File: config.mk
export PLATFORM = sky130hd
export DESIGN_NAME = vend_dispense_ctrl
export DESIGN_NICKNAME = d
export VERILOG_FILES = /design/src/rtl/vend_dispense_ctrl.sv
export SDC_FILE = /design/constraint.sdc
export NUM_CORES = 1
export LEC_CHECK = 0
export ABC_AREA = 0
export BUFFER_PORTS_ARGS = -buffer_cell sky130_fd_sc_hd__buf_2
export CORE_MARGIN = 8
export CORE_UTILIZATION = 50
export CTS_CLUSTER_DIAMETER = 120
export DETAILED_ROUTE_END_ITERATION = 12
export PLACE_DENSITY = 0.67
export SLEW_MARGIN = 40
export SYNTH_ARGS = -nofsm -noshare
export SYNTH_HDL_FRONTEND = slang
export SYNTH_SLANG_ARGS = --single-unit
File: constraint.sdc
create_clock -name clk -period 3.9 [get_ports clk]
set_input_delay 0.195 -clock clk [delete_from_list [all_inputs] [get_ports clk]]
set_output_delay 0.195 -clock clk [all_outputs]
set_load 0.05 [all_outputs]
File: src/rtl/vend_dispense_ctrl.sv
// Dispense sequencer: queues vend/change events from the vending FSM and
// drives the product motor and nickel hopper with fixed mechanical timing.
//
// state    | meaning
// IDLE     | waiting; pops the queue head when non-empty
// MOTOR    | product motor on for MOTOR_CYCLES
// COIN_ON  | hopper solenoid on for COIN_ON_CYCLES
// COIN_OFF | gap after a coin for COIN_GAP_CYCLES
// DONE     | one-cycle completion pulse
module vend_dispense_ctrl #(
  parameter int DEPTH           = 4,
  parameter int MOTOR_CYCLES    = 8,
  parameter int COIN_ON_CYCLES  = 4,
  parameter int COIN_GAP_CYCLES = 4
) (
  input  logic       clk,
  input  logic       R,
  input  logic       vend_in,
  input  logic [1:0] ch_in,
  output logic       motor,
  output logic       coin_eject,
  output logic       done,
  output logic       busy,
  output logic       full,
  output logic       overflow
);

  localparam int AW = $clog2(DEPTH);
  localparam int TW = 16;
  localparam logic [AW:0]   FULL_CNT = (AW+1)'(DEPTH);
  localparam logic [TW-1:0] MOTOR_T  = TW'(MOTOR_CYCLES - 1);
  localparam logic [TW-1:0] CON_T    = TW'(COIN_ON_CYCLES - 1);
  localparam logic [TW-1:0] COFF_T   = TW'(COIN_GAP_CYCLES - 1);

  localparam logic [2:0] S_IDLE     = 3'd0;
  localparam logic [2:0] S_MOTOR    = 3'd1;
  localparam logic [2:0] S_COIN_ON  = 3'd2;
  localparam logic [2:0] S_COIN_OFF = 3'd3;
  localparam logic [2:0] S_DONE     = 3'd4;

  logic [2:0]    q_mem [DEPTH];
  logic [AW-1:0] wr_ptr, rd_ptr;
  logic [AW:0]   count;
  logic          ovf_r;
  logic [2:0]    state;
  logic [TW-1:0] tmr;
  logic [1:0]    coins_r;
  logic          push_req, push_ok, pop;
  logic [2:0]    head;

  assign push_req = vend_in | (ch_in != 2'b00);
  assign pop      = (state == S_IDLE) && (count != '0);
  // A full queue still accepts when the sequencer frees a slot on the same edge.
  assign push_ok  = push_req && ((count != FULL_CNT) || pop);
  assign head     = q_mem[rd_ptr];

  always_ff @(posedge clk) begin
    if (!R && push_ok) q_mem[wr_ptr] <= {vend_in, ch_in};
  end

  always_ff @(posedge clk) begin
    if (R) begin
      wr_ptr <= '0;
      rd_ptr <= '0;
      count  <= '0;
      ovf_r  <= 1'b0;
    end else begin
      if (push_ok) wr_ptr <= wr_ptr + 1'b1;
      if (pop)     rd_ptr <= rd_ptr + 1'b1;
      case ({push_ok, pop})
        2'b10:   count <= count + 1'b1;
        2'b01:   count <= count - 1'b1;
        default: count <= count;
      endcase
      if (push_req && !push_ok) ovf_r <= 1'b1;
    end
  end

  always_ff @(posedge clk) begin
    if (R) begin
      state   <= S_IDLE;
      tmr     <= '0;
      coins_r <= '0;
    end else begin
      case (state)
        S_IDLE: begin
          if (pop) begin
            coins_r <= head[1:0];
            if (head[2]) begin
              state <= S_MOTOR;
              tmr   <= MOTOR_T;
            end else begin
              state <= S_COIN_ON;
              tmr   <= CON_T;
            end
          end
        end
        S_MOTOR: begin
          if (tmr == '0) begin
            if (coins_r != 2'd0) begin
              state <= S_COIN_ON;
              tmr   <= CON_T;
            end else begin
              state <= S_DONE;
            end
          end else begin
            tmr <= tmr - 1'b1;
          end
        end
        S_COIN_ON: begin
          if (tmr == '0) begin
            state   <= S_COIN_OFF;
            tmr     <= COFF_T;
            coins_r <= coins_r - 1'b1;
          end else begin
            tmr <= tmr - 1'b1;
          end
        end
        S_COIN_OFF: begin
          if (tmr == '0) begin
            if (coins_r != 2'd0) begin
              state <= S_COIN_ON;
              tmr   <= CON_T;
            end else begin
              state <= S_DONE;
            end
          end else begin
            tmr <= tmr - 1'b1;
          end
        end
        S_DONE:  state <= S_IDLE;
        default: state <= S_IDLE;
      endcase
    end
  end

  assign motor      = (state == S_MOTOR);
  assign coin_eject = (state == S_COIN_ON);
  assign done       = (state == S_DONE);
  assign busy       = (state != S_IDLE) || (count != '0);
  assign full       = (count == FULL_CNT);
  assign overflow   = ovf_r;

endmodule

After elaboration in Yosys (flattened, before gate mapping)
Memories as Yosys holds them, arrays and structs flattened. A register that Yosys moved wholly into a read port is not among the register bits.
Cells that the tools add are included.
{"block": "totals", "latchBits": 0, "romBits": 0, "inputBits": 5, "mem_bits_rw": 12, "ff_bits": 29, "mem_count": 1, "wordCells": 68, "output_inout_bits": 6}
{"name": "q_mem", "depth": 4, "word_bits": 3, "rd": 1, "rd_ports_with_merged_regs": 1, "write_ports": 1, "line_no": "41", "text": "logic [2:0] q_mem [DEPTH];"}
{"block": "op_classes", "shift": 0, "n_addsub": 6, "reduce_logical": 21, "order_cmp": 0, "n_eq_ne": 12, "n_mul": 0, "div_mod_pow": 0, "mux": 20, "n_bitwise": 1}
{"cell": "2-to-1 mux 16 bit", "count": 4}
{"cell": "one-hot mux 16 bit (3 select lines)", "count": 1}
{"cell": "zero test 16 bit", "count": 1}
{"cell": "subtractor 16 x 1 -> 16 bit (second input constant)", "count": 1}
{"cell": "2-to-1 mux 3 bit", "count": 5}
{"cell": "2-to-1 mux 2 bit", "count": 5}
{"cell": "one-hot mux 3 bit (3 select lines)", "count": 1}
{"cell": "AND reduction 3 bit", "count": 3}
{"cell": "nonzero test 3 bit", "count": 3}
{"cell": "nonzero test 2 bit", "count": 4}
{"cell": "== test 3 x 2 -> 1 bit (second input constant)", "count": 2}
{"cell": "== test 3 bit (second input constant)", "count": 2}
{"cell": "one-hot mux 3 bit (2 select lines)", "count": 1}
{"cell": "adder 2 x 1 -> 2 bit (second input constant)", "count": 2}
{"cell": "logical AND 1 bit", "count": 4}
{"cell": "!= test 2 x 1 -> 1 bit (second input constant)", "count": 2}
{"cell": "one-hot mux 2 bit (2 select lines)", "count": 1}
{"cell": "adder 3 x 1 -> 3 bit (second input constant)", "count": 1}
{"cell": "== test 3 x 1 -> 1 bit (second input constant)", "count": 1}
{"cell": "zero test 3 bit", "count": 1}
{"cell": "!= test 3 x 2 -> 1 bit (second input constant)", "count": 1}
{"cell": "!= test 3 bit (second input constant)", "count": 1}
{"cell": "subtractor 3 x 1 -> 3 bit (second input constant)", "count": 1}
{"cell": "== test 2 x 1 -> 1 bit (second input constant)", "count": 1}
{"cell": "8 further kinds", "count": 11}

Longest topological paths before layout
Gate-level depths: netlist (run 1).
{"block": "depth", "ltp_word": 7, "depth_mapped": 8, "depth_no_buf": 7}

Worst setup path before layout (run 1)
OpenSTA, ideal clock, no wires.
{"block": "synth_path", "path_type": "register -> register", "startpoint": "reg tmr[0]", "endpoint": "reg state[0]", "t_arrival_ns": 2.031, "setup_time_ns": 0.100, "required_ns": 3.800, "synth_period_minus_slack_ns": 2.130, "slack_ns": 1.770, "n_path_buf": 1, "path_stages_with_launch": 9, "cell_sequence": "dfxtp_1 > inv_1 > ha_1 > or4b_4 > nor4_4 > buf_6 > mux2_4 > o21ai_2 > a2111oi_4"}
{"block": "synth_via", "elab_chain_len": 3, "elab_cells_between_ends": 4, "classes_between": "eq/ne (2); reduce/logical (2)"}
{"item": "start: declaration", "line_no": "46", "text": "logic [TW-1:0] tmr;"}
{"item": "start signal: assignment", "line_no": "107", "text": "tmr <= tmr - 1'b1;"}
{"item": "start signal: assignment", "line_no": "116", "text": "tmr <= tmr - 1'b1;"}
{"item": "start signal: assignment", "line_no": "128", "text": "tmr <= tmr - 1'b1;"}
{"item": "zero test 16 bit *", "line_no": "99, 111, 120"}
{"item": "!= test 2 x 1 -> 1 bit (no source line)"}
{"item": "AND reduction 3 bit (no source line) *"}
{"item": "end signal: assignment", "line_no": "101", "text": "state <= S_COIN_ON;"}
{"item": "end signal: assignment", "line_no": "112", "text": "state <= S_COIN_OFF;"}
{"item": "end signal: assignment", "line_no": "122", "text": "state <= S_COIN_ON;"}
{"item": "end: declaration", "line_no": "45", "text": "logic [2:0] state;"}
Mark *: on every way between the ends. The rest lies on a longest branch, timed or not.
A chain may end at the register's enable or synchronous reset.

Final worst setup path (run 1)
{"block": "layout_path", "startpoint": "reg tmr[0]", "endpoint": "reg tmr[2]"}
{"block": "layout_via", "elab_chain_len": 3, "elab_cells_between_ends": 7, "classes_between": "add/sub (1); eq/ne (1); mux (3); reduce/logical (2)"}
{"item": "subtractor 16 x 1 -> 16 bit / zero test 16 bit (equally long branches)"}
{"item": "2-to-1 mux 16 bit (tied with other cells)", "line_no": "120", "text": "if (tmr == '0) begin"}
{"item": "one-hot mux 16 bit (3 select lines) / AND reduction 3 bit (equally long branches)"}
Several ways; a longest one is shown, not always the timed one.

==> results.md, run 1 <==
- Run status: complete, no violations
- Type of the worst min-delay path: in -> reg
- Max-slew headroom at the worst pin: 48.49%
- Avg Inst Size Synth: 9.895 µm²
- Die width: 81.68 µm
- Fill cells: 402
- Top cells by area in the synthesized netlist: dfxtp_1 (29%), edfxtp_1 (17%), nor2_1 (3.8%)
- Count of final setup violators: 0
- Endpoint of the worst hold-timing path: q_mem[0][0]$_DFFE_PP_
- Sort of element at the end of the critical path: register
- Antenna-violating nets left: 0
- Most used cells in the layout excluding fill and tap cells: dfxtp_1 (31), nor2_1 (22), nor3_1 (15)
- Crit path cell chain: inv_1 -> ha_1 -> or4b_4 -> nor4_4 -> nor2_2 -> a32oi_1 -> o31ai_1
- Initial DRC Count: 127
- Area growth from synthesis to layout: 6.902%
- Type of origin of the critical path: register
- Largest fanout on the critical path: 19
- Number of library cell types mapped by synthesis: 50
- Post-CTS clock slew at the launch and capture registers of the worst setup and hold paths: 90 ps
- Flip-flop and latch area: 980.9 µm²
- Fin nets: 238
- Met2 routed WL: 2.064 mm
- Met1 routed wirelength after detailed routing: 1.804 mm
- Number of instances in the synthesized netlist: 218
- TritonCTS clock tree: done
- Average via count per standard cell: 5.882
- Final global-route overflow total: 0
- Hold path cells: 1
- Number of nets produced by synthesis: 230
- FP Rows: 24
- Antenna Diode Count: 0
- Number of buffers inserted by hold repair at cts: 0
- Antenna violations before repair: 0
- Final RePlAce weighted congestion: 0.7669
- Share of layout cells above drive strength 1: 15.42%
- Maximum count of clock buffers along a single path: 2
- RSZ-0062 raised after global routing: no
- Max-capacitance violation count: 0
- Cts repair resizes: 0
- Largest area contributor in the netlist: dfxtp_1
- Met3 wire length: 219 µm
- Flip-flop cell with the highest count after synthesis: dfxtp_1
- Final Max Tran Viols: 0
- Via count of the first global-routing pass: 1,571
- TritonCTS buffer count: 5
- WL/cell: 14.87 µm
- #FFs+latches synth: 43
- Residual DRC count: 0
- Sinks on Clock Net: 43
- Vias: 1,641
- Slew @ Worst Pin: 771.8 ps
- Setup Buffers After CTS: 0
- Critical path class: reg -> reg
- Number of enable-type register cells in the synthesized netlist: 12
- CORE AREA: 0.004264 mm²
- Clock period minus worst slack: 2648 ps
- Boundary Pins: 11
- Reg-to-reg critical path startpoint: tmr[0]$_SDFFE_PP0P_
- Length of the first detailed-routing pass in iterations: 4
- Share of the synthesized area in the top cell type: 28.77%
- Clock tree skew after final layout: 3.390 ps
- Die footprint: 0.006672 mm²
- Crit path max-delay cell type: nor4_4
- Proportion of register bits with asynchronous set or reset after synthesis: 0%
- Clk root buf: clkbuf_8
- Maximum number of pins on one net before global-route repair: 33
- Post-synth design cell area: 0.002157 mm²
- Number of warnings issued by yosys: 0
- Die H: 81.68 µm
- Period Utilization, post-route: 67.89%
- Slowest Stage Delay on Critical Path: 560 ps
- HPWL reported at the end of detailed placement: 2.990 mm
- Aggregate routed wire length: 4.149 mm
- Final hold viol count: 0
- Most common library cell in the layout ignoring fill and taps: dfxtp_1
- Buffers plus inverters on the worst setup path: 1
- Source of the worst hold timing path: ch_in[0]
- Worst-case register-to-register setup slack: 1250 ps
- Starting density of the core: 50.59%
- CTS H-tree depth: 2
- Worst reg2reg path endpoint: tmr[2]$_SDFFE_PP0P_
- Worst Path Arrival: 2810 ps
- Reg2reg path depth: 7
- Insertion delay to the later sink of the worst-skew pair: 300 ps
- Top layer used by detailed routing: met4
- Number of buffer cells added on primary ports: 10
- Required time of the worst setup path: 4060 ps
- Tot GR Track Use: 13.72%
- Final-layout setup total negative slack: 0 ps
- Cell family with most CP delay: simple AND/OR/NAND/NOR gates
- Sequential element share of the synthesized area: 45.48%
- First-pass GRT wire length: 7.224 mm
- Footprint of the multi-input gates: 0.001067 mm²
- Highest achievable clock rate: 0.3777 GHz
==> how the worst max path moves through the flow <==
stage	from	end	slack, ps	cells after the start
5_1_grt	tmr[0]$_SDFFE_PP0P_	tmr[15]$_SDFFE_PP0P_	1000	7
6_report	tmr[0]$_SDFFE_PP0P_	tmr[2]$_SDFFE_PP0P_	1250	7
3_5_place_dp	tmr[0]$_SDFFE_PP0P_	tmr[15]$_SDFFE_PP0P_	1280	7
4_1_cts	tmr[0]$_SDFFE_PP0P_	tmr[15]$_SDFFE_PP0P_	1270	7
3_3_place_gp	tmr[0]$_SDFFE_PP0P_	tmr[3]$_SDFFE_PP0P_	1350	7
2_1_floorplan	tmr[0]$_SDFFE_PP0P_	state[0]$_SDFFE_PP0P_	1770	8
==> registers in the layout (all words and copies together) (netlist names), named ones only <==
register / count
coins_r: 2
count: 3
overflow: 1
q_mem: 12
rd_ptr: 2
state: 3
tmr: 16
wr_ptr: 2
==> Yosys cell counts, drive strengths merged (2+ instances only) <==
library cell	number
a211oi	8
a21o	2
a21oi	13
a221oi	3
a311oi	4
a31oi	4
and2	7
buf	7
clkbuf	3
dfxtp	31
edfxtp	12
ha	6
inv	12
mux4	3
nand2	14
nand3	4
nand3b	2
nor2	23
nor3	15
nor4	6
o211ai	2
o21ai	7
o31ai	3
or2	2
or3	2
or4	3
xnor2	4
==> worst reg2reg max path: cells and delay by family (launching register included) <==
kind,cells,cell delay (ps)
simple gates,3,1410
compound gates,2,410
flops,1,340
fa+ha+maj,1,250
buf+inv,1,100
==> cell type report <==
type | instances | share of cell area, %
multi-input cells | 153 | 46.28
flip-flops and latches | 43 | 42.54
clock buffers | 5 | 2.984
well taps | 52 | 2.821
repair buffers | 11 | 2.387
inverters | 12 | 1.953
clock inverters | 3 | 1.031
==> routing by layer <==
layer	vias to the layer above	GRT usage, %
met3	7	3.939
met1	764	16.30
met4	0	4.737
li1	825	-
met2	45	23.23
met5	-	0
==> through the flow <==
stage | area, µm² | setup slack, ps | hold WS [ps] | utilization, % | cells
finish | 2306 | 1252 | 124.0 | 54.08 | 279
global route | 2306 | 1002 | 114.9 | 54.08 | 279
CTS | 2301 | 1270 | 116.4 | 53.96 | 278
floorplan | 2157 | 1770 | 293.9 | - | 218
detailed placement | 2208 | 1285 | 430.2 | 51.79 | 270
global placement | 2208 | 1348 | 430.3 | 51.79 | 270
==> cells by family (layout without fill, tap and decap cells) <==
| group | Yosys count | count (layout) | synth area share (%) |
|---|---|---|---|
| fa+ha+maj | 7 | 7 | 4.408 |
| xor+xnor | 5 | 5 | 2.030 |
| flops | 43 | 43 | 45.48 |
| simple gates | 84 | 84 | 21.29 |
| buf+inv | 22 | 31 | 5.046 |
| compound gates | 52 | 52 | 17.46 |
| mux | 5 | 5 | 4.292 |
Power of run 1 is not shown: default switching activity piles up to over one toggle a cycle in this logic, so the estimate is an artifact.
==> inputs of run 2 (changes only) <==
PLACE_DENSITY = 0.7   (was 0.67)
clock period = 2.35 ns   (was 3.9 ns; I/O delays follow)
==> results.md, run 2 (same netlist as run 1, synthesis figures left out) <==
- Final RePlAce weighted congestion: 0.8283 (+8.0%)
- Number of standard cells in the layout, taps in and fillers out: 290 (+3.9%)
- Sort of element at the end of the critical path: register
- Initial DRC Count: 81 (-36%)
- Antenna violations before repair: 0 (unchanged)
- Largest regs: tmr x16, q_mem x12
- Boundary Pins: 11 (unchanged)
- Required time of the worst setup path: 2550 ps (-1510 ps)
- Tot GR Track Use: 13.92% (+0.20 points)
- TritonCTS clock tree: done
- Area growth from synthesis to layout: 11.77%
- Worst Path Arrival: 2400 ps (-410 ps)
- Insertion delay to the later sink of the worst-skew pair: 300 ps (about the same)
- Type of the worst min-delay path: in -> reg
- Antenna-violating nets left: 0 (unchanged)
- Final global-route overflow total: 0 (unchanged)
- Final hold viol count: 0 (unchanged)
- Fill cells: 384 (-4.5%)
- Most used cells in the layout excluding fill and tap cells: dfxtp_1 (31), nor2_1 (22), nor3_1 (15)
- Highest achievable clock rate: 0.4536 GHz (+20%)
- Post-route cell area: 0.002411 mm² (+4.6%)
- Run status: complete, no violations
- Maximum number of pins on one net before global-route repair: 20 (-39%)
- Most flops, register: tmr
- Length of the first detailed-routing pass in iterations: 4 (unchanged)
- First-pass GRT wire length: 7.258 mm (+0.47%)
- Type of origin of the critical path: register
- RSZ-0062 raised after global routing: yes
- Crit path cell chain: inv_1 -> ha_1 -> or4b_4 -> nor4_4 -> a221oi_1 -> o21ai_0 -> a32o_1
- Critical path class: reg -> reg
- Residual DRC count: 0 (unchanged)
- Number of flip-flops under the largest register name: 16 (unchanged)
- Most common library cell in the layout ignoring fill and taps: dfxtp_1
- CTS H-tree depth: 2 (unchanged)
- Starting density of the core: 50.59% (unchanged)
- HPWL reported at the end of detailed placement: 3.100 mm (+3.7%)
- Placed cell count: 281 (+4.1%)
- Die width: 81.68 µm (unchanged)
- Share of layout cells above drive strength 1: 19.33% (+3.9 points)
- TritonCTS buffer count: 5 (unchanged)
- Vias: 1,689 (+2.9%)
- Max-capacitance violation count: 0 (unchanged)
- Maximum count of clock buffers along a single path: 2 (unchanged)
- Largest fanout on the critical path: 7 (-12)
- Final Max Tran Viols: 0 (unchanged)
- FP Rows: 24 (unchanged)
- Hold path cells: 1 (unchanged)
- Slew @ Worst Pin: 723.8 ps (-48.00 ps)
- Number of buffers inserted by hold repair at cts: 0 (unchanged)
- Reg2reg path depth: 7 (unchanged)
- CORE AREA: 0.004264 mm² (unchanged)
- Cell area after placement: 0.002291 mm² (+3.7%)
- Sinks on Clock Net: 43 (unchanged)
- Clock tree skew after final layout: 8.365 ps (+4.975 ps)
- Aggregate routed wire length: 4.256 mm (+2.6%)
- Post-CTS clock slew at the launch and capture registers of the worst setup and hold paths: 90 ps (about the same)
- Die footprint: 0.006672 mm² (unchanged)
- Cts repair resizes: 0 (unchanged)
- WL/cell: 14.68 µm (-1.3%)
- Average via count per standard cell: 5.824 (-0.98%)
- Number of buffer cells added on primary ports: 10 (unchanged)
- Antenna Diode Count: 0 (unchanged)
- Die H: 81.68 µm (unchanged)
- Clock period minus worst slack: 2205 ps (-442.9 ps)
- Fin nets: 249 (+4.6%)
- Final-layout setup total negative slack: 0 ps (unchanged)
- Via count of the first global-routing pass: 1,543 (-1.8%)
- Count of final setup violators: 0 (unchanged)
- Period Utilization, post-route: 93.82% (+26 points)
- Max-slew headroom at the worst pin: 51.69% (+3.2 points)
- Clk root buf: clkbuf_8
- Slowest Stage Delay on Critical Path: 630 ps (+70 ps)
- Crit path max-delay cell type: a221oi_1
==> run 2: cell count changes in the layout (fill, tap and decap cells not counted) <==
| cell | change |
|---|---|
| bufinv_16 | +1 |
| clkinv_2 | +1 |
| clkinvlp_4 | -2 |
| buf_4 | +12 |
| clkinv_4 | +1 |
| clkbuf_2 | -1 |
| inv_6 | -1 |
==> run 2: worst max-delay path: cells and delay by family, from the launching register on <==
family	cells	cell delay, ps
simple gates	2	280
flops	1	390
buf+inv	1	90
compound gates	3	1140
fa+ha+maj	1	210
==> run 2: layer usage <==
layer / vias to the layer above / track usage [%] / wire [µm]
met5: - / 0 / 0
met4: 0 / 3.860 / 59
met3: 6 / 4.267 / 235
met2: 38 / 23.15 / 2145
met1: 798 / 17.06 / 1816
li1: 847 / - / -
==> run 2: per-stage QoR <==
step                      hold WS [ps]  utilization [%]  setup slack (ps)
after global placement           352.1            53.73             205.0
after CTS                        38.73            56.37             74.41
after floorplan                  216.4                -             219.9
after global routing             35.59            56.54            -50.53
final                            50.00            56.54             145.3
after detailed placement         350.5            53.73             126.4
==> run 2: final cells by class <==
class	instances	area [µm²]	area share [%]
clock buffer	5	68.82	2.854
clock inverter	3	43.79	1.816
inverter	12	45.04	1.868
multi-input combinational	153	1067	44.27
sequential	43	980.9	40.69
tap	52	65.06	2.698
timing repair buffer	22	140.1	5.812
==> run 2: path summary, 6_finish.rpt <==
| check | startpoint | end | slack, ps |
|---|---|---|---|
| max | tmr[0]$_SDFFE_PP0P_ | tmr[8]$_SDFFE_PP0P_ | 150 |
| min | ch_in[0] | q_mem[1][0]$_DFFE_PP_ | 50 |
| min reg2reg | overflow$_SDFFE_PP0P_ | overflow$_SDFFE_PP0P_ | 470 |
| max reg2reg | tmr[0]$_SDFFE_PP0P_ | tmr[8]$_SDFFE_PP0P_ | 150 |
==> run 2: repair_timing <==
item	CTS	global route
hold endpoints to repair	0	0
buffers inserted	0	1
setup endpoints to repair	0	4
Power of run 2 is left out for the same reason.
==> inputs of run 3 (changes only) <==
--- a/config.mk
+++ b/config.mk
@@ -12,5 +12,5 @@
 export CTS_CLUSTER_DIAMETER = 120
 export DETAILED_ROUTE_END_ITERATION = 12
-export PLACE_DENSITY = 0.7
+export PLACE_DENSITY = 0.67
 export SLEW_MARGIN = 40
 export SYNTH_ARGS = -nofsm -noshare
==> constraint.sdc (replaced) <==
create_clock -name clk -period 2.35 [get_ports clk]
set_input_delay 0.3525 -clock clk [delete_from_list [all_inputs] [get_ports clk]]
set_output_delay 0.3525 -clock clk [all_outputs]
set_load 0.05 [all_outputs]
==> results.md, run 3 (same netlist as run 1, synthesis figures left out) <==
- Die width: 81.68 µm (unchanged)
- Residual DRC count: 0 (unchanged)
- TritonCTS buffer count: 5 (unchanged)
- Share of layout cells above drive strength 1: 24.90% (+5.6 points)
- Required time of the worst setup path: 2590 ps (+40 ps)
- Crit path max-delay cell type: or4b_4
- Critical Path Most Common Cell: buf_4
- Starting density of the core: 50.59% (unchanged)
- Critical path class: reg -> reg
- Final Max Tran Viols: 0 (unchanged)
- Most flops, register: tmr
- Number of flip-flops under the largest register name: 16 (unchanged)
- Insertion delay to the later sink of the worst-skew pair: 310 ps (about the same)
- Largest fanout on the critical path: 6 (-1)
- Antenna-violating nets left: 0 (unchanged)
- Type of the worst min-delay path: in -> reg
- Worst Path Arrival: 2530 ps (+130 ps)
- Tot GR Track Use: 14.37% (+0.45 points)
- CORE AREA: 0.004264 mm² (unchanged)
- TritonCTS clock tree: done
- Reg2reg path depth: 9 (+2)
- First-pass GRT wire length: 7.521 mm (+3.6%)
- Slew @ Worst Pin: 761.6 ps (+37.75 ps)
- Antenna violations before repair: 0 (unchanged)
- Post-CTS clock slew at the launch and capture registers of the worst setup and hold paths: 100 ps (about the same)
- Crit path cell chain: inv_2 -> ha_1 -> or4b_4 -> nor4_4 -> buf_4 -> a221o_2 -> buf_4 -> nand2_1 -> a31oi_1
- Most common library cell in the layout ignoring fill and taps: dfxtp_1
- Area growth from synthesis to layout: 15.66%
- Initial DRC Count: 98 (+21%)
- Max-slew headroom at the worst pin: 49.17% (-2.5 points)
- HPWL reported at the end of detailed placement: 3.114 mm (+0.45%)
- Length of the first detailed-routing pass in iterations: 4 (unchanged)
- Maximum count of clock buffers along a single path: 2 (unchanged)
- Run status: complete, no violations
- Final hold viol count: 0 (unchanged)
- Worst-case register-to-register setup slack: 60 ps (-90 ps)
- Average via count per standard cell: 5.831 (+0.11%)
- Maximum number of pins on one net before global-route repair: 22 (+10%)
- Final global-route overflow total: 0 (unchanged)
- Via count of the first global-routing pass: 1,589 (+3.0%)
- CTS H-tree depth: 2 (unchanged)
- Antenna Diode Count: 0 (unchanged)
- Highest achievable clock rate: 0.4364 GHz (-3.8%)
- Hold path cells: 1 (unchanged)
- Clk root buf: clkbuf_8
- Clock period minus worst slack: 2291 ps (+86.74 ps)
- Period Utilization, post-route: 97.51% (+3.7 points)
- Sinks on Clock Net: 43 (unchanged)
- Sort of element at the end of the critical path: register
- Slowest Stage Delay on Critical Path: 490 ps (-140 ps)
- Number of buffers inserted by hold repair at cts: 0 (unchanged)
- Aggregate routed wire length: 4.603 mm (+8.2%)
- Type of origin of the critical path: register
- Die H: 81.68 µm (unchanged)
- Number of buffer cells added on primary ports: 10 (unchanged)
- Number of standard cells in the layout, taps in and fillers out: 301 (+3.8%)
- Placed cell count: 285 (+1.4%)
- Max-capacitance violation count: 0 (unchanged)
- FP Rows: 24 (unchanged)
- Fin nets: 260 (+4.4%)
- Boundary Pins: 11 (unchanged)
- Count of final setup violators: 0 (unchanged)
- Vias: 1,755 (+3.9%)
- Most used cells in the layout excluding fill and tap cells: dfxtp_1 (29), nor2_1 (22), buf_4 (22)
- Largest regs: tmr x16, q_mem x12
- Final RePlAce weighted congestion: 0.8435 (+1.8%)
- WL/cell: 15.29 µm (+4.2%)
- Die footprint: 0.006672 mm² (unchanged)
- Clock tree skew after final layout: 9.613 ps (+1.248 ps)
run 3: area by class of cell:
cell class                 instances  area (µm²)
timing repair buffer              32       215.2
clock buffer                       5       68.82
inverter                          12       45.04
multi-input combinational        154        1091
tap                               52       65.06
clock inverter                     3       26.28
sequential                        43       983.4
fill                             373        1769
run 3: worst max-delay path, delay by kind of cell (launching register included):
family	cells	cell delay (ps)
and+or+nand+nor	3	910
buffers and inverters	3	410
AOI/OAI and AO/OA	2	400
DFF	1	360
adders and majority gates	1	150
run 3: repair_timing:
item	4_1_cts	5_1_grt
setup endpoints to repair	0	11
buffers inserted	0	7
gates resized for setup	0	7
run 3: path summary, 6_finish.rpt:
kind | start | to
worst min register to register | coins_r[1]$_SDFFE_PP0P_ | coins_r[1]$_SDFFE_PP0P_
worst max-delay path | tmr[0]$_SDFFE_PP0P_ | tmr[5]$_SDFFE_PP0P_
worst max register to register | tmr[0]$_SDFFE_PP0P_ | tmr[5]$_SDFFE_PP0P_
worst min-delay path | ch_in[0] | q_mem[3][0]$_DFFE_PP_
run 3: metrics by stage:
| step | cell area (µm²) | setup TNS (ps) | util, % | hold WS, ps | setup WS [ps] |
|---|---|---|---|---|---|
| final | 2495 | 0 | 58.51 | 277.0 | 58.54 |
| after global routing | 2495 | -106.5 | 58.51 | 271.6 | -29.74 |
| after CTS | 2416 | 0 | 56.66 | 267.6 | 11.87 |
| after detailed placement | 2321 | 0 | 54.43 | 461.4 | 50.88 |
| after global placement | 2321 | 0 | 54.43 | 448.6 | 135.8 |
| after floorplan | 2157 | 0 | - | 438.9 | 219.9 |
run 3: routing by layer:
metal,global-route usage [%],vias up,wire length [µm]
met5,0,-,0
met4,5.088,0,46
met3,3.939,7,147
met2,24.18,31,2329
met1,17.24,837,2080
li1,-,880,-
Power of run 3 is left out for the same reason.
